<file path="src/rtl/mctrl_pkg.sv">
// Shared opcodes, FSM state type and ALU function encodings for the multicycle controller.
package mctrl_pkg;

   localparam logic [4:0] OP_ADD  = 5'b00000;
   localparam logic [4:0] OP_ADC  = 5'b00001;
   localparam logic [4:0] OP_SUB  = 5'b00010;
   localparam logic [4:0] OP_SBC  = 5'b00011;
   localparam logic [4:0] OP_CMP  = 5'b00100;
   localparam logic [4:0] OP_LHI  = 5'b00101;
   localparam logic [4:0] OP_LLI  = 5'b00110;
   localparam logic [4:0] OP_LDR  = 5'b00111;
   localparam logic [4:0] OP_STR  = 5'b01000;
   localparam logic [4:0] OP_B    = 5'b01001;
   localparam logic [4:0] OP_BEQ  = 5'b01010;
   localparam logic [4:0] OP_HALT = 5'b11111;

   // {ALUop,Flag}
   localparam logic [1:0] ALU_ADD = 2'b00;
   localparam logic [1:0] ALU_ADC = 2'b01;
   localparam logic [1:0] ALU_SUB = 2'b10;
   localparam logic [1:0] ALU_SBC = 2'b11;

   typedef enum logic [2:0] {
      S_IDLE,
      S_FETCH,
      S_DECODE,
      S_EXE,
      S_MEM,
      S_WB,
      S_HALT
   } state_t;

   // CMP is a SUB whose result is discarded
   function automatic logic [1:0] alu_fn(input logic [4:0] op);
      case (op)
         OP_ADC:         return ALU_ADC;
         OP_SUB, OP_CMP: return ALU_SUB;
         OP_SBC:         return ALU_SBC;
         default:        return ALU_ADD;
      endcase
   endfunction

endpackage

</file>
<file path="src/rtl/mctrl_decode.sv">
// Combinational opcode classifier for the multicycle controller.
module mctrl_decode
   import mctrl_pkg::*;
(
   input  logic [4:0] opcode,
   output logic       is_alu,
   output logic       writes_psw,
   output logic       is_mem,
   output logic       is_load,
   output logic       is_branch,
   output logic       is_cond_br,
   output logic       is_imm,
   output logic       ends_exe,
   output logic       is_halt,
   output logic       illegal
);

   always_comb begin
      is_alu     = 1'b0;
      writes_psw = 1'b0;
      is_mem     = 1'b0;
      is_load    = 1'b0;
      is_branch  = 1'b0;
      is_cond_br = 1'b0;
      is_imm     = 1'b0;
      ends_exe   = 1'b0;
      is_halt    = 1'b0;
      illegal    = 1'b0;
      case (opcode)
         OP_ADD, OP_ADC, OP_SUB, OP_SBC: begin
            is_alu     = 1'b1;
            writes_psw = 1'b1;
         end
         OP_CMP: begin
            is_alu     = 1'b1;
            writes_psw = 1'b1;
            ends_exe   = 1'b1;
         end
         OP_LHI, OP_LLI: is_imm = 1'b1;
         OP_LDR: begin
            is_mem  = 1'b1;
            is_load = 1'b1;
         end
         OP_STR:  is_mem = 1'b1;
         OP_B:    is_branch = 1'b1;
         OP_BEQ: begin
            is_cond_br = 1'b1;
            ends_exe   = 1'b1;
         end
         OP_HALT: is_halt = 1'b1;
         default: illegal = 1'b1;
      endcase
   end

endmodule

</file>
<file path="src/rtl/multicycle_ctrl.sv">
// Multicycle FETCH/DECODE/EXE/MEM/WB controller owning PC, IR and PSW.
// Define MCTRL_ILLEGAL_TRAP_EN to halt with a sticky Illegal flag on undefined opcodes.
module multicycle_ctrl
   import mctrl_pkg::*;
#(
   parameter int                DATA_W   = 16,
   parameter logic [DATA_W-1:0] RESET_PC = '0
)(
   input  logic              clk,
   input  logic              Reset,
   output logic              MemReq,
   output logic              MemWE,
   output logic [DATA_W-1:0] MemAddr,
   input  logic [DATA_W-1:0] MemRData,
   input  logic              MemReady,
   input  logic [DATA_W-1:0] DataAddr,
   input  logic              N,
   input  logic              Z,
   input  logic              C,
   output logic [10:0]       Ins,
   output logic              WBRF,
   output logic              WBresource,
   output logic              RBresource,
   output logic              OprandB,
   output logic              LI,
   output logic              Buff_OutR,
   output logic              ALUop,
   output logic              Flag,
   output logic              PSW_C,
   output logic [2:0]        PSW,
   output logic              Halted,
   output logic              Illegal
);

   state_t              state, state_nxt;
   logic [DATA_W-1:0]   pc, pc_nxt;
   logic [DATA_W-1:0]   ir, ir_nxt;
   logic [2:0]          psw, psw_nxt;
   logic [4:0]          opcode;
   logic                is_alu, writes_psw, is_mem, is_load, is_branch;
   logic                is_cond_br, is_imm, ends_exe, is_halt, illegal;
`ifdef MCTRL_ILLEGAL_TRAP_EN
   logic                illegal_set;
   logic                illegal_q;
`endif

   function automatic logic signed [DATA_W-1:0] sext11(input logic [10:0] v);
      return {{(DATA_W-11){v[10]}}, v};
   endfunction

   function automatic logic signed [DATA_W-1:0] sext8(input logic [7:0] v);
      return {{(DATA_W-8){v[7]}}, v};
   endfunction

   assign opcode = ir[DATA_W-1:DATA_W-5];
   assign Ins    = ir[10:0];
   assign PSW    = psw;
   assign PSW_C  = psw[0];

   mctrl_decode u_decode (
      .opcode     (opcode),
      .is_alu     (is_alu),
      .writes_psw (writes_psw),
      .is_mem     (is_mem),
      .is_load    (is_load),
      .is_branch  (is_branch),
      .is_cond_br (is_cond_br),
      .is_imm     (is_imm),
      .ends_exe   (ends_exe),
      .is_halt    (is_halt),
      .illegal    (illegal)
   );

   always_ff @(posedge clk or negedge Reset) begin
      if (!Reset) begin
         state <= S_IDLE;
         pc    <= RESET_PC;
         ir    <= '0;
         psw   <= '0;
      end else begin
         state <= state_nxt;
         pc    <= pc_nxt;
         ir    <= ir_nxt;
         psw   <= psw_nxt;
      end
   end

   always_comb begin
      state_nxt  = state;
      pc_nxt     = pc;
      ir_nxt     = ir;
      psw_nxt    = psw;
      MemReq     = 1'b0;
      MemWE      = 1'b0;
      MemAddr    = '0;
      WBRF       = 1'b0;
      WBresource = 1'b0;
      RBresource = 1'b0;
      OprandB    = 1'b0;
      LI         = 1'b0;
      Buff_OutR  = 1'b0;
      ALUop      = 1'b0;
      Flag       = 1'b0;
      Halted     = 1'b0;
`ifdef MCTRL_ILLEGAL_TRAP_EN
      illegal_set = 1'b0;
`endif
      unique case (state)
         S_IDLE: state_nxt = S_FETCH;
         S_FETCH: begin
            MemReq  = 1'b1;
            MemAddr = pc;
            if (MemReady) begin
               ir_nxt    = MemRData;
               pc_nxt    = pc + DATA_W'(1);
               state_nxt = S_DECODE;
            end
         end
         S_DECODE: begin
            RBresource = (opcode == OP_STR) || (opcode == OP_LHI);
            if (is_branch) begin
               pc_nxt    = pc + sext11(ir[10:0]);
               state_nxt = S_FETCH;
            end else if (is_halt) begin
               state_nxt = S_HALT;
            end else if (illegal) begin
`ifdef MCTRL_ILLEGAL_TRAP_EN
               illegal_set = 1'b1;
               state_nxt   = S_HALT;
`else
               state_nxt   = S_FETCH;
`endif
            end else begin
               state_nxt = S_EXE;
            end
         end
         S_EXE: begin
            if (is_alu) begin
               {ALUop, Flag} = alu_fn(opcode);
               Buff_OutR     = 1'b1;
            end
            if (writes_psw) psw_nxt = {N, Z, C};
            if (is_imm) begin
               OprandB = 1'b1;
               LI      = (opcode == OP_LHI);
            end
            // BEQ tests the PSW left by an earlier instruction
            if (is_cond_br && psw[1]) pc_nxt = pc + sext8(ir[7:0]);
            if (is_mem)        state_nxt = S_MEM;
            else if (ends_exe) state_nxt = S_FETCH;
            else               state_nxt = S_WB;
         end
         S_MEM: begin
            MemReq  = 1'b1;
            MemAddr = DataAddr;
            MemWE   = !is_load;
            if (MemReady) state_nxt = is_load ? S_WB : S_FETCH;
         end
         S_WB: begin
            WBRF       = 1'b1;
            WBresource = is_load;
            state_nxt  = S_FETCH;
         end
         S_HALT:  Halted = 1'b1;
         default: state_nxt = S_IDLE;
      endcase
   end

`ifdef MCTRL_ILLEGAL_TRAP_EN
   always_ff @(posedge clk or negedge Reset) begin
      if (!Reset)           illegal_q <= 1'b0;
      else if (illegal_set) illegal_q <= 1'b1;
   end
   assign Illegal = illegal_q;
`else
   assign Illegal = 1'b0;
`endif

endmodule

</file>
<file path="config.mk">
export PLATFORM = sky130hd
export DESIGN_NAME = multicycle_ctrl
export DESIGN_NICKNAME = d
export VERILOG_FILES = /design/src/rtl/mctrl_pkg.sv /design/src/rtl/mctrl_decode.sv /design/src/rtl/multicycle_ctrl.sv
export SDC_FILE = /design/constraint.sdc
export NUM_CORES = 1
export LEC_CHECK = 0
export ABC_AREA = 0
export ABC_CLOCK_PERIOD_IN_PS = 2400
export BUFFER_PORTS_ARGS = -buffer_cell sky130_fd_sc_hd__buf_2
export CORE_MARGIN = 2
export CORE_UTILIZATION = 30
export DETAILED_ROUTE_END_ITERATION = 8
export PLACE_DENSITY = 0.53
export SLEW_MARGIN = 30
export SYNTH_ARGS = -nofsm -noshare
export SYNTH_HDL_FRONTEND = slang
export SYNTH_SLANG_ARGS = --single-unit
export TNS_END_PERCENT = 100
</file>
<file path="constraint.sdc">
create_clock -name clk -period 2.4 [get_ports clk]
set_input_delay 0.48 -clock clk [delete_from_list [all_inputs] [get_ports clk]]
set_output_delay 0.48 -clock clk [all_outputs]
set_load 0.1 [all_outputs]
</file>
==> flow_summary.yaml <==
status:
  status: "completed"
min_path:
  hp-class: "input pin to asynchronous set/reset pin"
synthesis:
  synth.area.top_cells: "dfrtp_1 34%, ha_1 6.8%, mux2_2 5.7%"
  async_flop_share_pct: 100.0
  ys_seq_area_share_pct: 34.37
  yosys.area.top_type: "dfrtp_1"
  synth_cell_types: 51
  yosysMostFrequentCell: "dfrtp_1"
  ys_top_cells_by_count: "38 x dfrtp_1, 34 x nand2_1, 27 x nor2_1"
  synthFlopType: "dfrtp_1"
  synth_warnings: 0
  yosysTopAreaCellShare_pct: 34.37
  synth-seq-cells: 38
  synth-edff-count: 0
  synth_nets: 362
  syn_avg_cell_area_sq_um: 8.982
  netlist_area_sq_um: 2766
  synth_cells: 308
layout:
  drive_gt1_share_pct: 46.00
  syn_to_final_growth_pct: 42.42
  regArea_sq_um: 952.2
  final_nets: 454
  finalNonFillerCells: 511
  multi_input_area_sq_um: 1804
  antenna_cells: 0
  nFillCells: 907
floorplan:
  die_w_um: 100.0
  die_height_um: 100.0
  ios: 81
  num_rows: 35
  core_sq_um: 9109
  die_area_sq_um: 10010
  initial_core_util_pct: 30.37
sta:
  fin_crit_sh_pct: 97.42
  fin_worst_skew_ns: 0.007734
  maxSlewViolCount: 0
  maxSlewHeadroom_pct: 65.62
  finalHoldViolCount: 0
  min_period_ns: 2.338
  max_freq_ghz: 0.4277
  setup_viol: 0
  rsz0062_at_grt: "true"
  tns_ns: 0
  fin_ws_ns: 0.06190
  tightest_slew_ns: 0.5157
route:
  drtIter0Drc: 106
  drt_wl_total_um: 7368
  vias: 2509
  drt_pass1_iterations: 4
  ant_nets: 0
  avgViaCountPerCell: 4.910
  drc: 0
  wire_per_inst_um: 14.42
global_routing:
  grt_pass1_vias: 2431
  track_usage_pct: 14.70
  antenna_found_initial: 0
  grt_max_degree: 39
  overflow: 0
  grt_pass1_wl_um: 11740
setup_path:
  endpoint_kind: "register"
  slowest_delay_ns: 0.40
  cp_data_arrival_time_ns: 2.50
  regToRegSetupSlack_ns: 0.06
  cp_slowest_cell: "dfrtp_1"
  crit_chain: "nor2b_2 > and2_1 > ha_1 > or2_1 > o311a_1 > nand4_1 > nand2_1 > o31ai_2 > xor2_1 > a21oi_1"
  start_kind: "register"
  worstSetupPathType: "register to register"
  path_max_fanout: 4
  crit_required_ns: 2.57
clock_tree:
  cts_buffers: 5
  cts_tree: "done"
  cts_root_buf: "clkbuf_8"
  hold_buffers: 0
  cts_buffer_depth: 2
  cts_sinks: 38
  clk_pin_slew_ns: 0.07
  h-tree-depth: 2
  clock_latency_ns: 0.29
placed_design:
  place_ws_ns: -0.1161
  dp.cells: 499
  gp_congestion: 0.9276
  hpwl_um: 5476
  port_buffers: 79
pwr:
  p_per_area_nw_per_um2: 344.3
  ir_worst_vdd_uv: 206.6
  p_leak_nw: 1.805
flow_run:
  max_cap_violations: 0
where the power goes:
| part | switching [mW] | internal (mW) | leakage, nW |
|---|---|---|---|
| Sequential | 0.0319 | 0.666 | 0.451 |
| Clock | 0.217 | 0.200 | 0.0383 |
| Combinational | 0.157 | 0.0853 | 1.32 |
registers in the layout (all words and copies together), names as in the netlist:
register  flops
PSW           3
ir           16
state         3
pc           16
worst paths after layout:
check | start | to | cells after the start
min in group clk | Z | PSW[1] | 3
min reg2reg | PSW[2] | PSW[2] | 2
min | Reset | pc[1] | 2
max in group asynchronous | Reset | state[2] | 2
max | state[1] | pc[13] | 10
max reg2reg | state[1] | pc[13] | 10
kinds of logic after synthesis:
kind of cell	Yosys count	share of synthesized area, %
buf+inv	34	6.829
fa+ha+maj	16	7.508
flops	38	34.37
compound gates	89	23.52
other cells	1	0.1356
mux	14	5.699
xor+xnor	12	3.799
simple gates	104	18.14
layout by cell type (no fill, tap or decap), types with 8 or more instances in the layout:
cell     instances
buf_12          20
buf_4           30
xor2_1           8
dfrtp_1         37
nor2_1          24
o21ai_0         10
buf_2           55
ha_1            11
a22o_2          10
a21oi_1         17
mux2_2          14
nand2_1         33
per-layer routing:
metal | share of wire, % | up-vias | global-route usage (%)
met2 | 48 | 58 | 23.86
met5 | 0 | - | 0
met1 | 46 | 1167 | 19.76
met3 | 4.3 | 7 | 3.203
li1 | - | 1277 | -
met4 | 1.2 | 0 | 4.320
per-stage QoR:
stage          power (mW)  instance area [sq um]  util (%)  hold WS, ns
6_report            1.357                   3940     43.26       0.2426
5_1_grt             1.425                   3940     43.26       0.2916
4_1_cts             1.371                   3799     41.70       0.2619
3_5_place_dp       0.9480                   3697     40.59       0.4645
3_3_place_gp       0.9454                   3697     40.59       0.4643
2_1_floorplan      0.8748                   2820         -       0.1844
what timing repair did:
| action | 4_1_cts | 5_1_grt |
|---|---|---|
| buffers inserted | 1 | 2 |
| resized for setup | 5 | 29 |
| cloned | 0 | 2 |
| setup endpoints to repair | 6 | 26 |
| hold endpoints to repair | 0 | 0 |
| pin swaps | 1 | 3 |
worst max-delay path: cells and delay by family, from the launching register on:
family | cells | cell delay (ns)
simple gates | 5 | 0.86
fa+ha+maj | 1 | 0.29
xor+xnor | 1 | 0.18
flops | 1 | 0.40
compound gates | 3 | 0.46
final cells by class:
type	instances	area share [%]
flip-flops and latches	38	24.17
multi-input cells	237	45.79
repair buffers	109	23.72
well taps	111	3.525
clock buffers	7	1.937
inverters	9	0.8574
(Power assumes the default switching activity.)
